## src/rtl/rv32_hazard_ctrl_if.sv

```systemverilog
// Hazard-control bundle between the RV32 pipeline datapath and rv32_hazard_ctrl.
// master: the pipeline (drives stage register indices/flags, consumes controls).
// slave:  the hazard controller.
interface rv32_hazard_ctrl_if;
  logic [4:0]  id_rs1, id_rs2;
  logic        id_use_rs1, id_use_rs2;
  logic [4:0]  ex_rs1, ex_rs2, ex_rd;
  logic        ex_reg_write, ex_mem_read;
  logic [4:0]  mem_rd;
  logic        mem_reg_write;
  logic [4:0]  wb_rd;
  logic        wb_reg_write;
  logic        ex_redirect, mem_busy;
  logic        tick_tock, pc_en, if_id_en, if_id_flush, id_ex_bubble;
  logic [1:0]  fwd_a, fwd_b;
  logic [15:0] stall_cnt, flush_cnt;

  modport master (
    output id_rs1, id_rs2, id_use_rs1, id_use_rs2,
           ex_rs1, ex_rs2, ex_rd, ex_reg_write, ex_mem_read,
           mem_rd, mem_reg_write, wb_rd, wb_reg_write,
           ex_redirect, mem_busy,
    input  tick_tock, pc_en, if_id_en, if_id_flush, id_ex_bubble,
           fwd_a, fwd_b, stall_cnt, flush_cnt
  );

  modport slave (
    input  id_rs1, id_rs2, id_use_rs1, id_use_rs2,
           ex_rs1, ex_rs2, ex_rd, ex_reg_write, ex_mem_read,
           mem_rd, mem_reg_write, wb_rd, wb_reg_write,
           ex_redirect, mem_busy,
    output tick_tock, pc_en, if_id_en, if_id_flush, id_ex_bubble,
           fwd_a, fwd_b, stall_cnt, flush_cnt
  );
endinterface

```

## src/rtl/rv32_hazard_ctrl.sv

```systemverilog
// RV32 hazard controller: stall/flush/bubble decode, EX operand forwarding
// select and saturating stall/flush counters. The pipeline advances only on
// cycles where tick_tock=1; all enables are forced low on the other phase.
// Optional feature macro: RV32_HAZARD_FORWARDING_EN
//   defined   -> MEM/WB forwarding, only load-use stalls
//   undefined -> no forwarding, stall on any EX/MEM producer of a used source

// Per-source hazard/forward slice; one instance per register source.
module rv32_hazard_src_lane (
  input  logic [4:0] id_rs,
  input  logic       id_use,
  input  logic [4:0] ex_rs,
  input  logic [4:0] ex_rd,
  input  logic       ex_reg_write,
  input  logic       ex_mem_read,
  input  logic [4:0] mem_rd,
  input  logic       mem_reg_write,
  input  logic [4:0] wb_rd,
  input  logic       wb_reg_write,
  output logic       hazard,
  output logic [1:0] fwd
);
  logic ex_match;
  logic unused_lane;

  // x0 never produces a dependency
  assign ex_match = id_use && (ex_rd != 5'd0) && (id_rs == ex_rd);

`ifdef RV32_HAZARD_FORWARDING_EN
  logic mem_fwd, wb_fwd;
  assign mem_fwd = mem_reg_write && (mem_rd != 5'd0) && (ex_rs == mem_rd);
  assign wb_fwd  = wb_reg_write  && (wb_rd  != 5'd0) && (ex_rs == wb_rd);
  // only a load in EX cannot be bypassed in time
  assign hazard  = ex_match && ex_mem_read;
  // youngest producer (MEM) wins over WB
  assign fwd     = mem_fwd ? 2'b10 : (wb_fwd ? 2'b01 : 2'b00);
  // load detection keys off ex_mem_read alone
  assign unused_lane = ex_reg_write;
`else
  logic mem_match;
  assign mem_match = id_use && mem_reg_write && (mem_rd != 5'd0) && (id_rs == mem_rd);
  assign hazard    = (ex_match && ex_reg_write) || mem_match;
  assign fwd       = 2'b00;
  // forwarding-only inputs are ignored in this build
  assign unused_lane = ^{ex_mem_read, ex_rs, wb_rd, wb_reg_write};
`endif
endmodule

module rv32_hazard_ctrl (
  input  logic                 clk,
  input  logic                 rst_n,
  rv32_hazard_ctrl_if.slave    hz
);
  localparam int NUM_SRC = 2;

  typedef enum logic [1:0] {RUN, STALL, FLUSH, WAIT_MEM} state_t;

  state_t                    state_q, state_d;
  logic                      tick_tock_q;
  logic                      adv;
  logic                      data_hazard;
  logic [15:0]               stall_cnt_q, flush_cnt_q;

  logic [NUM_SRC-1:0][4:0]   id_rs, ex_rs;
  logic [NUM_SRC-1:0]        id_use, src_hazard;
  logic [NUM_SRC-1:0][1:0]   src_fwd;

  assign id_rs  = {hz.id_rs2, hz.id_rs1};
  assign id_use = {hz.id_use_rs2, hz.id_use_rs1};
  assign ex_rs  = {hz.ex_rs2, hz.ex_rs1};

  for (genvar g = 0; g < NUM_SRC; g++) begin : g_src
    rv32_hazard_src_lane u_lane (
      .id_rs        (id_rs[g]),
      .id_use       (id_use[g]),
      .ex_rs        (ex_rs[g]),
      .ex_rd        (hz.ex_rd),
      .ex_reg_write (hz.ex_reg_write),
      .ex_mem_read  (hz.ex_mem_read),
      .mem_rd       (hz.mem_rd),
      .mem_reg_write(hz.mem_reg_write),
      .wb_rd        (hz.wb_rd),
      .wb_reg_write (hz.wb_reg_write),
      .hazard       (src_hazard[g]),
      .fwd          (src_fwd[g])
    );
  end

  assign data_hazard = |src_hazard;
  assign hz.fwd_a    = src_fwd[0];
  assign hz.fwd_b    = src_fwd[1];

  // rst_n gating keeps every enable low for the whole reset window
  assign adv = tick_tock_q && rst_n;

  // phase toggle and FSM state register
  always_ff @(posedge clk or negedge rst_n) begin
    if (!rst_n) begin
      tick_tock_q <= 1'b0;
      state_q     <= RUN;
    end else begin
      tick_tock_q <= ~tick_tock_q;
      state_q     <= state_d;
    end
  end

  // next state: decided only in advance cycles, held otherwise
  always_comb begin
    state_d = state_q;
    if (adv) begin
      if (hz.mem_busy)         state_d = WAIT_MEM;
      else if (hz.ex_redirect) state_d = FLUSH;
      else if (data_hazard)    state_d = STALL;
      else                     state_d = RUN;
    end
  end

  // output decode of the decision taken this advance cycle
  always_comb begin
    hz.pc_en        = 1'b0;
    hz.if_id_en     = 1'b0;
    hz.if_id_flush  = 1'b0;
    hz.id_ex_bubble = 1'b0;
    if (adv) begin
      unique case (state_d)
        RUN: begin
          hz.pc_en    = 1'b1;
          hz.if_id_en = 1'b1;
        end
        FLUSH: begin
          hz.pc_en        = 1'b1;
          hz.if_id_en     = 1'b1;
          hz.if_id_flush  = 1'b1;
          hz.id_ex_bubble = 1'b1;
        end
        STALL:    hz.id_ex_bubble = 1'b1;
        WAIT_MEM: ;
        default:  ;
      endcase
    end
  end

  // saturating performance counters, bumped once per stall/flush decision
  always_ff @(posedge clk or negedge rst_n) begin
    if (!rst_n) begin
      stall_cnt_q <= 16'd0;
      flush_cnt_q <= 16'd0;
    end else begin
      if (adv && (state_d == STALL) && (stall_cnt_q != 16'hFFFF))
        stall_cnt_q <= stall_cnt_q + 16'd1;
      if (adv && (state_d == FLUSH) && (flush_cnt_q != 16'hFFFF))
        flush_cnt_q <= flush_cnt_q + 16'd1;
    end
  end

  assign hz.tick_tock = tick_tock_q;
  assign hz.stall_cnt = stall_cnt_q;
  assign hz.flush_cnt = flush_cnt_q;
endmodule
```

## src/flat_wrapper.sv

```systemverilog
// flat-port wrapper written by rule: the top's interface ports become plain ports
module rv32_hazard_ctrl_flat 
  (clk, rst_n, hz_id_rs1, hz_id_rs2, hz_id_use_rs1, hz_id_use_rs2, hz_ex_rs1, hz_ex_rs2, hz_ex_rd, hz_ex_reg_write, hz_ex_mem_read, hz_mem_rd, hz_mem_reg_write, hz_wb_rd, hz_wb_reg_write, hz_ex_redirect, hz_mem_busy, hz_tick_tock, hz_pc_en, hz_if_id_en, hz_if_id_flush, hz_id_ex_bubble, hz_fwd_a, hz_fwd_b, hz_stall_cnt, hz_flush_cnt);
  rv32_hazard_ctrl_if hz_i ();
  input  logic clk;
  input  logic rst_n;
  input wire logic [$bits(hz_i.id_rs1)-1:0] hz_id_rs1;
  input wire logic [$bits(hz_i.id_rs2)-1:0] hz_id_rs2;
  input wire logic [$bits(hz_i.id_use_rs1)-1:0] hz_id_use_rs1;
  input wire logic [$bits(hz_i.id_use_rs2)-1:0] hz_id_use_rs2;
  input wire logic [$bits(hz_i.ex_rs1)-1:0] hz_ex_rs1;
  input wire logic [$bits(hz_i.ex_rs2)-1:0] hz_ex_rs2;
  input wire logic [$bits(hz_i.ex_rd)-1:0] hz_ex_rd;
  input wire logic [$bits(hz_i.ex_reg_write)-1:0] hz_ex_reg_write;
  input wire logic [$bits(hz_i.ex_mem_read)-1:0] hz_ex_mem_read;
  input wire logic [$bits(hz_i.mem_rd)-1:0] hz_mem_rd;
  input wire logic [$bits(hz_i.mem_reg_write)-1:0] hz_mem_reg_write;
  input wire logic [$bits(hz_i.wb_rd)-1:0] hz_wb_rd;
  input wire logic [$bits(hz_i.wb_reg_write)-1:0] hz_wb_reg_write;
  input wire logic [$bits(hz_i.ex_redirect)-1:0] hz_ex_redirect;
  input wire logic [$bits(hz_i.mem_busy)-1:0] hz_mem_busy;
  output wire logic [$bits(hz_i.tick_tock)-1:0] hz_tick_tock;
  output wire logic [$bits(hz_i.pc_en)-1:0] hz_pc_en;
  output wire logic [$bits(hz_i.if_id_en)-1:0] hz_if_id_en;
  output wire logic [$bits(hz_i.if_id_flush)-1:0] hz_if_id_flush;
  output wire logic [$bits(hz_i.id_ex_bubble)-1:0] hz_id_ex_bubble;
  output wire logic [$bits(hz_i.fwd_a)-1:0] hz_fwd_a;
  output wire logic [$bits(hz_i.fwd_b)-1:0] hz_fwd_b;
  output wire logic [$bits(hz_i.stall_cnt)-1:0] hz_stall_cnt;
  output wire logic [$bits(hz_i.flush_cnt)-1:0] hz_flush_cnt;
  assign hz_i.id_rs1 = hz_id_rs1;
  assign hz_i.id_rs2 = hz_id_rs2;
  assign hz_i.id_use_rs1 = hz_id_use_rs1;
  assign hz_i.id_use_rs2 = hz_id_use_rs2;
  assign hz_i.ex_rs1 = hz_ex_rs1;
  assign hz_i.ex_rs2 = hz_ex_rs2;
  assign hz_i.ex_rd = hz_ex_rd;
  assign hz_i.ex_reg_write = hz_ex_reg_write;
  assign hz_i.ex_mem_read = hz_ex_mem_read;
  assign hz_i.mem_rd = hz_mem_rd;
  assign hz_i.mem_reg_write = hz_mem_reg_write;
  assign hz_i.wb_rd = hz_wb_rd;
  assign hz_i.wb_reg_write = hz_wb_reg_write;
  assign hz_i.ex_redirect = hz_ex_redirect;
  assign hz_i.mem_busy = hz_mem_busy;
  assign hz_tick_tock = hz_i.tick_tock;
  assign hz_pc_en = hz_i.pc_en;
  assign hz_if_id_en = hz_i.if_id_en;
  assign hz_if_id_flush = hz_i.if_id_flush;
  assign hz_id_ex_bubble = hz_i.id_ex_bubble;
  assign hz_fwd_a = hz_i.fwd_a;
  assign hz_fwd_b = hz_i.fwd_b;
  assign hz_stall_cnt = hz_i.stall_cnt;
  assign hz_flush_cnt = hz_i.flush_cnt;
  rv32_hazard_ctrl u_core (.clk(clk), .rst_n(rst_n), .hz(hz_i));
endmodule
```

## config.mk

```make
export PLATFORM = sky130hd
export DESIGN_NAME = rv32_hazard_ctrl_flat
export DESIGN_NICKNAME = d
export VERILOG_FILES = /design/src/rtl/rv32_hazard_ctrl_if.sv /design/src/rtl/rv32_hazard_ctrl.sv /design/src/flat_wrapper.sv
export SDC_FILE = /design/constraint.sdc
export NUM_CORES = 1
export LEC_CHECK = 0
export CELL_PAD_IN_SITES_DETAIL_PLACEMENT = 1
export CELL_PAD_IN_SITES_GLOBAL_PLACEMENT = 1
export CORE_ASPECT_RATIO = 0.5
export CORE_MARGIN = 2
export CORE_UTILIZATION = 31
export CTS_CLUSTER_SIZE = 8
export DETAILED_ROUTE_END_ITERATION = 10
export PLACE_DENSITY = 0.81
export SETUP_SLACK_MARGIN = 0.02
export SYNTH_ARGS = -nofsm -noshare
export SYNTH_HDL_FRONTEND = slang
export SYNTH_SLANG_ARGS = --single-unit
```

## constraint.sdc

```tcl
create_clock -name clk -period 3.4 [get_ports clk]
set_input_delay 0.68 -clock clk [delete_from_list [all_inputs] [get_ports clk]]
set_output_delay 0.68 -clock clk [all_outputs]
set_load 0.005 [all_outputs]
```

==> results of run 1 <==
[per-stage QoR]
| stage | power (mW) | instances | TNS [ns] |
|---|---|---|---|
| final | 1.34 | 360 | 0 |
| after floorplan | 0.626 | 192 | 0 |
| after global placement | 0.797 | 351 | -1.52 |
| after global routing | 1.40 | 360 | 0 |
| after detailed placement | 0.810 | 351 | -3.53 |
| after CTS | 1.34 | 360 | 0 |
[Yosys cell counts, types with 2 or more instances]
cell	n
a21oi_1	2
a22oi_1	2
a31oi_1	2
and3_1	4
and4_1	2
buf_4	5
dfrtp_1	35
ha_1	4
inv_1	5
nand2_1	10
nand2b_1	3
nand3_1	9
nand4_1	12
nor2_1	17
nor3_1	3
nor4_1	5
o21ai_0	3
or4_1	2
xnor2_1	18
xor2_1	29
[critical path, cell delays in order]
cell	delay, ns
dlygate4sd2_1	0.26
xor2_1	0.16
nor4_1	0.33
a22oi_1	0.11
o221a_2	0.31
or2_4	0.24
ha_4	0.17
nand2_2	0.07
inv_1	0.04
dlygate4sd2_1	0.26
[state kept, by name, indices dropped and copies added (netlist names)]
name                 count
u_core.hz.flush_cnt     16
u_core.hz.stall_cnt     16
u_core.state_q           2
u_core.hz.tick_tock      1
[timing repair]
item	in CTS	in global routing
buffers inserted	1	0
pin swaps	10	4
endpoints found under the hold margin	0	0
resized for setup	30	10
endpoints found under the setup margin	6	7
[final cells by class]
type                    count  area (µm²)
flip-flops and latches     35         876
fillers                   689        3110
well taps                  88         110
inverters                   5        18.8
clock inverters             3        43.8
repair buffers             78         721
multi-input cells         146        1050
clock buffers               5         125
[cells by family (layout without fill, tap and decap cells)]
logic type,Yosys count,count (layout),share of synthesized area (%)
simple gates,74,74,21.0
xor+xnor,47,47,21.2
flops,35,35,45.0
compound gates,15,15,5.47
buf+inv,11,91,3.15
fa+ha+maj,4,4,2.57
mux,2,2,1.35
other cells,1,4,0.193
[report_power, final]
group	internal, mW	switching [mW]
Combinational	0.172	0.119
Clock	0.345	0.178
Sequential	0.462	0.0600
[worst min-delay path by stage]
stage | start | endpoint | slack [ns] | cells after the start
detailed placement | u_core.hz.tick_tock | u_core.hz.tick_tock | 0.47 | 1
CTS | u_core.hz.tick_tock | u_core.hz.tick_tock | 0.48 | 1
finish | u_core.hz.tick_tock | u_core.hz.tick_tock | 0.46 | 1
global route | u_core.hz.tick_tock | u_core.hz.tick_tock | 0.50 | 1
floorplan | rst_n | u_core.hz.flush_cnt[0] | 0.38 | 0
global placement | u_core.hz.tick_tock | u_core.hz.tick_tock | 0.46 | 1
[layer usage]
| layer | vias to the layer above | global-route usage (%) | part of all wire [%] |
|---|---|---|---|
| met1 | 840 | 20.7 | 43 |
| li1 | 816 | - | - |
| met5 | - | 0 | 0 |
| met2 | 37 | 32.1 | 52 |
| met3 | 9 | 3.45 | 3.6 |
| met4 | 0 | 5.78 | 1.5 |
==> results.toml, run 1 <==
[status]
status = "complete, no violations"

[yosys]
synthCells = 189
synth_edf_count = 0
synthTopCellsByArea = "dfrtp_1, xor2_1, xnor2_1"
netlist_area_um2 = 1940
ys_ff_latch = 35
synth_flop_cell = "dfrtp_1"
synth_top_area_cell = "dfrtp_1"
synth.yosys.warnings = 0
seq_area_frac_synth_pct = 45.0
synth_cell_types = 37
syn-mean-instance-area_um2 = 10.3
synthArstFlopShare_pct = 100
synth_top_area_share_pct = 45.0

[worst_hold_path]
hold_class = "reg2reg"

[grt]
grt_max_degree = 29
overflow = 0
grt_usage_pct = 17.4
grt_pass1_wl_um = 9160
antenna_found_initial = 0
grt_pass1_vias = 1907

[die]
io_pins = 86
initial_core_util_pct = 32.1
die_y_um = 60
core_region_area_um2 = 6060
fp.dieArea_um2 = 6960
row_count = 20
die_x_um = 116

[placed_design]
finalWeightedCongestion = 0.762
dp_slack_ns = -0.639
placed_cell_area_um2 = 2760
post-dp-hpwl_um = 4150
io_buffer_count = 64

[critical_path]
reg2reg_from = "u_core.hz.tick_tock"
endpoint = "hz_if_id_flush"
r2r-end = "u_core.hz.flush_cnt[1]"
critPathLaunch = "hz_id_rs2[4]"
cp.required_ns = 2.72
r2r_setup_slack_ns = 0.85
r2r_cells = 9
path_max_fanout = 2
start_kind = "primary input"
critPathKind = "in2out"
arrival_ns = 2.63
end_kind = "output pin"

[clock_tree]
h-tree-depth = 2
numCtsBuffers = 5
cts_tree = "done"
clk_pin_slew_ns = 0.05
holdBufCountCts = 0
clockRootBuffer = "clkbuf_16"
clk-insertion-delay-late_ns = 0.28
cts_buffer_depth = 2
clock_sinks = 35

[sta]
fmax_ghz = 0.302
rsz0062_at_grt = "false"
finalSetupViolCount = 0
max_slew_margin_pct = 61.4
fin_hold_ws_ns = 0.465
skew_ns = 0.00740
hold_viol_final = 0
fin_crit_sh_pct = 97.4
finalWorstSetupSlack_ns = 0.0880
finalCriticalPeriod_ns = 3.31
drv_slew = 0
worst_pin_slew_ns = 0.579

[finish]
antenna-diode-count = 0
final_nets = 320
layout_common_cells = "clkdlybuf4s50_1, dfrtp_1, xor2_1"
drive_gt1_share_pct = 12.9
syn_to_final_growth_pct = 51.4
fin_util_pct = 48.6
design_area_um2 = 2940
final_common_cell = "clkdlybuf4s50_1"

[detailed_routing]
route.detailed.drc = 0
ant_nets = 0
via_per_inst = 4.73
wl_per_cell_um = 15.7
num_vias = 1702
wl_um = 5640
drt_iter0_drc = 40
firstDrtPassIters = 4

[power_and_ir_drop]
leakage_nw = 1.31
powerDensity_nw_per_um2 = 454
vdd_drop_max_mv = 0.193

[job]
maxCapViolCount = 0
No activity file was read; power rests on OpenSTA's default activity.
==> run 2: changes to the inputs <==
--- a/config.mk
+++ b/config.mk
@@ -13,6 +13,7 @@
 export CTS_CLUSTER_SIZE = 8
 export DETAILED_ROUTE_END_ITERATION = 10
 export PLACE_DENSITY = 0.81
+export RECOVER_POWER = 100
 export SETUP_SLACK_MARGIN = 0.02
 export SYNTH_ARGS = -nofsm -noshare
 export SYNTH_HDL_FRONTEND = slang
==> results.toml, run 2 (same netlist as run 1, synthesis figures left out) <==
[finish]
layout_common_cells = "dfrtp_1, dlygate4sd3_1, xor2_1"
final_common_cell = "dfrtp_1"
stdcell_count = 360
design_area_um2 = 2900
syn_to_final_growth_pct = 49.3
final_nets = 320
antenna-diode-count = 0
drive_gt1_share_pct = 8.82

[clock_tree]
h-tree-depth = 2
cts_tree = "done"
cts_buffer_depth = 2
clockRootBuffer = "clkbuf_16"
holdBufCountCts = 0
clock_sinks = 35
numCtsBuffers = 5
clk_pin_slew_ns = 0.05
clk-insertion-delay-late_ns = 0.28

[critical_path]
reg2reg_from = "u_core.hz.tick_tock"
r2r_cells = 9
cp_cell_sequence = "dlygate4sd2_1 > xor2_1 > nor4_1 > a22oi_1 > o221a_2 > or2_4 > ha_4 > nand2_2 > inv_1 > dlygate4sd2_1"
critPathMaxStageDelay_ns = 0.33
worst-path-buf-inv = 3
worstSetupPathDepth = 10
cp.required_ns = 2.72
start_kind = "primary input"
arrival_ns = 2.63
crit_family = "simple AND/OR/NAND/NOR gates"
end_kind = "output pin"
r2r_setup_slack_ns = 0.84
cp_slowest_cell = "nor4_1"
cpMostUsedCell = "dlygate4sd2_1"
path_max_fanout = 2
critPathKind = "in2out"
critPathLaunch = "hz_id_rs2[4]"
r2r-end = "u_core.hz.flush_cnt[1]"

[detailed_routing]
via_per_inst = 4.76
wl_met3_um = 181
route.detailed.drc = 0
num_vias = 1714
wl_per_cell_um = 15.6
drt_iter0_drc = 41
ant_nets = 0
wl_met1_um = 2420
wl_met2_um = 2920
wl_um = 5610
top_layer_used = "met4"
firstDrtPassIters = 4

[sta]
fin_crit_sh_pct = 97.4
skew_ns = 0.00728
finalSetupViolCount = 0
fmax_ghz = 0.302
max_slew_margin_pct = -0.886
finalWorstSetupSlack_ns = 0.0871
fin_hold_ws_ns = 0.458
finalCriticalPeriod_ns = 3.31
rsz0062_at_grt = "false"
drv_slew = 29
worst_pin_slew_ns = 1.51
hold_viol_final = 0

[grt]
overflow = 0
grt_pass1_wl_um = 9160
grt_pass1_vias = 1907
grt_usage_pct = 17.4
antenna_found_initial = 0
grt_max_degree = 29

[placed_design]
post-dp-hpwl_um = 4150
finalWeightedCongestion = 0.762
dp_slack_ns = -0.639
placed_cell_area_um2 = 2760
io_buffer_count = 64
dp.cells = 351

[status]
violations = "capacitance limit, slew limit"
status = "finished, violations left"

[die]
die_x_um = 116
io_pins = 86
die_y_um = 60
row_count = 20
initial_core_util_pct = 32.1
fp.dieArea_um2 = 6960
core_region_area_um2 = 6060

[power_and_ir_drop]
p_seq_share_pct = 39.8
p_int_mw = 0.953
power_frac_comb_pct = 20.2
leakage_nw = 1.36
p_clk_share_pct = 40.0
swShare_pct = 27.0
vdd_drop_max_mv = 0.192
switching_power_mw = 0.353
powerDensity_nw_per_um2 = 450

[worst_hold_path]
holdPathStages = 1
min_to = "u_core.hz.tick_tock"
hp-start = "u_core.hz.tick_tock"
hold_class = "reg2reg"

[job]
maxCapViolCount = 1
-- run 2: cell count changes in the layout (fill, tap and decap cells not counted), sizes merged --
cell	before	now
clkdlybuf4s50	43	9
dlygate4sd3	0	34
buf	15	6
clkbuf	6	15
-- run 2: worst max-delay path by stage --
stage               slack [ns]               to
floorplan                 0.54  hz_id_ex_bubble
CTS                       0.03   hz_if_id_flush
finish                    0.09   hz_if_id_flush
detailed placement       -0.64  hz_id_ex_bubble
global route              0.02   hz_if_id_flush
global placement         -0.56  hz_id_ex_bubble
-- run 2: routing by layer --
layer / vias up / global-route usage, %
met4: 0 / 5.78
met2: 36 / 32.1
met1: 854 / 20.7
li1: 815 / -
met3: 9 / 3.45
met5: - / 0
-- run 2: what timing repair did --
| item | in CTS | in global routing |
|---|---|---|
| pin swaps | 10 | 4 |
| gates resized for setup | 30 | 10 |
| setup buffers | 1 | 0 |
| setup endpoints to repair | 6 | 7 |
-- run 2: layout make-up --
cell class / count / area (µm²)
clock inverters: 3 / 43.8
clock buffers: 5 / 125
well taps: 88 / 110
multi-input cells: 146 / 1040
repair buffers: 78 / 689
inverters: 5 / 18.8
fillers: 692 / 3150
flip-flops and latches: 35 / 876
-- run 2: stage by stage --
stage	setup TNS [ns]	utilization, %	power (mW)
5_1_grt	0	47.9	1.37
6_report	0	47.9	1.31
2_1_floorplan	0	-	0.626
3_3_place_gp	-1.52	45.6	0.797
4_1_cts	0	48.3	1.34
3_5_place_dp	-3.53	45.6	0.810
-- run 2: power groups by stage --
| stage | combinational (mW) | sequential (mW) | clock (mW) |
|---|---|---|---|
| after global routing | 0.292 | 0.528 | 0.551 |
| final | 0.264 | 0.520 | 0.522 |
| after detailed placement | 0.284 | 0.526 | 0 |
| after CTS | 0.291 | 0.524 | 0.527 |
| after global placement | 0.272 | 0.525 | 0 |
| after floorplan | 0.107 | 0.519 | 0 |
-- run 2: worst register-to-register path, delay by kind of cell, from the launching register on --
family / cells / cell delay [ns]
flip-flops: 1 / 0.37
multiplexers: 1 / 0.40
AO/OA/AOI/OAI: 2 / 0.89
adder cells (fa/ha/maj): 1 / 0.22
buffers and inverters: 3 / 0.41
AND/OR/NAND/NOR: 2 / 0.16
==> run 3: changes to the inputs <==
--- a/config.mk
+++ b/config.mk
@@ -8,7 +8,7 @@
 export CELL_PAD_IN_SITES_DETAIL_PLACEMENT = 1
 export CELL_PAD_IN_SITES_GLOBAL_PLACEMENT = 1
 export CORE_ASPECT_RATIO = 0.5
-export CORE_MARGIN = 2
+export CORE_MARGIN = 8
 export CORE_UTILIZATION = 31
 export CTS_CLUSTER_SIZE = 8
 export DETAILED_ROUTE_END_ITERATION = 10
==> results.toml, run 3 (same netlist as run 1, synthesis figures left out) <==
[critical_path]
start_kind = "primary input"
critPathKind = "in2out"
end_kind = "output pin"
arrival_ns = 2.59
cp.required_ns = 2.72
path_max_fanout = 3

[finish]
fin_util_pct = 47.8
final_nets = 321
layout_common_cells = "dfrtp_1, dlygate4sd3_1, xor2_1"
antenna-diode-count = 0
syn_to_final_growth_pct = 48.8
drive_gt1_share_pct = 9.89
final_common_cell = "dfrtp_1"
stdcell_count = 361

[placed_design]
post-dp-hpwl_um = 4410
finalWeightedCongestion = 0.762
io_buffer_count = 64
dp_slack_ns = -0.583
dp.cells = 353

[grt]
grt_pass1_vias = 1936
grt_usage_pct = 12.4
grt_pass1_wl_um = 9350
grt_max_degree = 29
antenna_found_initial = 0
overflow = 0

[sta]
rsz0062_at_grt = "false"
fin_crit_sh_pct = 96.1
drv_slew = 0
worst_pin_slew_ns = 1.48
finalSetupViolCount = 0
skew_ns = 0.00394
fmax_ghz = 0.306
max_slew_margin_pct = 1.45
finalCriticalPeriod_ns = 3.27
finalWorstSetupSlack_ns = 0.132
setup_tns_ns = 0
hold_viol_final = 0

[power_and_ir_drop]
leakage_nw = 1.36
vdd_drop_max_mv = 0.207
finalPower_mw = 1.23
powerDensity_nw_per_um2 = 424

[die]
core_region_area_um2 = 6060
fp.dieArea_um2 = 9220
io_pins = 86
die_y_um = 72
initial_core_util_pct = 32.1
die_x_um = 128
row_count = 20

[detailed_routing]
ant_nets = 0
wl_met2_um = 2890
top_layer_used = "met4"
firstDrtPassIters = 4
num_vias = 1699
wl_per_cell_um = 15.7
wl_met3_um = 255
drt_iter0_drc = 75
route.detailed.drc = 0
via_per_inst = 4.71
wl_um = 5660
wl_met1_um = 2460

[clock_tree]
clk_pin_slew_ns = 0.05
cts_buffer_depth = 2
clockRootBuffer = "clkbuf_16"
numCtsBuffers = 5
clock_sinks = 35
holdBufCountCts = 0
cts_tree = "done"
h-tree-depth = 2
clk-insertion-delay-late_ns = 0.27

[worst_hold_path]
hold_class = "reg2reg"

[status]
status = "complete, no violations"

[job]
maxCapViolCount = 0
run 3: through the flow:
step	cell area, µm²	hold slack (ns)
4_1_cts	2920	0.479
6_report	2890	0.472
3_3_place_gp	2780	0.463
2_1_floorplan	1960	0.384
5_1_grt	2890	0.492
3_5_place_dp	2780	0.470
run 3: layout make-up:
class,instances,area [µm²]
Tap cell,88,110
Clock inverter,1,5.00
Sequential cell,35,876
Fill cell,697,3160
Inverter,5,18.8
Clock buffer,7,133
Multi-Input combinational cell,146,1060
Timing Repair Buffer,79,689
run 3: critical path, cell delays in order:
cell and delay [ns]:
dlygate4sd2_1 0.28, xor2_1 0.19, nor4_2 0.27, a22oi_1 0.13
o221a_2 0.26, or2_4 0.24, ha_4 0.17, nand2_1 0.07
inv_1 0.04, dlygate4sd2_1 0.26
run 3: repair_timing:
| item | in CTS | in global routing |
|---|---|---|
| setup buffers | 0 | 0 |
| endpoints found under the setup margin | 4 | 3 |
| gates resized for setup | 32 | 6 |
| pin swaps | 7 | 2 |
run 3: routing by layer:
metal	GRT usage, %	vias up
met1	14.1	849
met3	3.87	4
met2	22.8	33
met5	0	-
met4	2.35	0
li1	-	813
run 3: power breakdown:
group	switching (mW)	internal [mW]	total, mW
Combinational	0.119	0.154	0.273
Sequential	0.0604	0.462	0.523
Clock	0.160	0.270	0.430
run 3: final timing paths:
path	from	end	slack, ns	cells after the start
setup / recovery	hz_ex_rd[2]	hz_if_id_flush	0.13	10
min in group asynchronous	rst_n	u_core.state_q[1]	0.90	2
hold / removal	u_core.hz.tick_tock	u_core.hz.tick_tock	0.47	1
max in group asynchronous	rst_n	u_core.hz.flush_cnt[7]	1.16	2
hold reg to reg	u_core.hz.tick_tock	u_core.hz.tick_tock	0.47	1
setup reg to reg	u_core.hz.tick_tock	u_core.hz.flush_cnt[1]	1.05	9
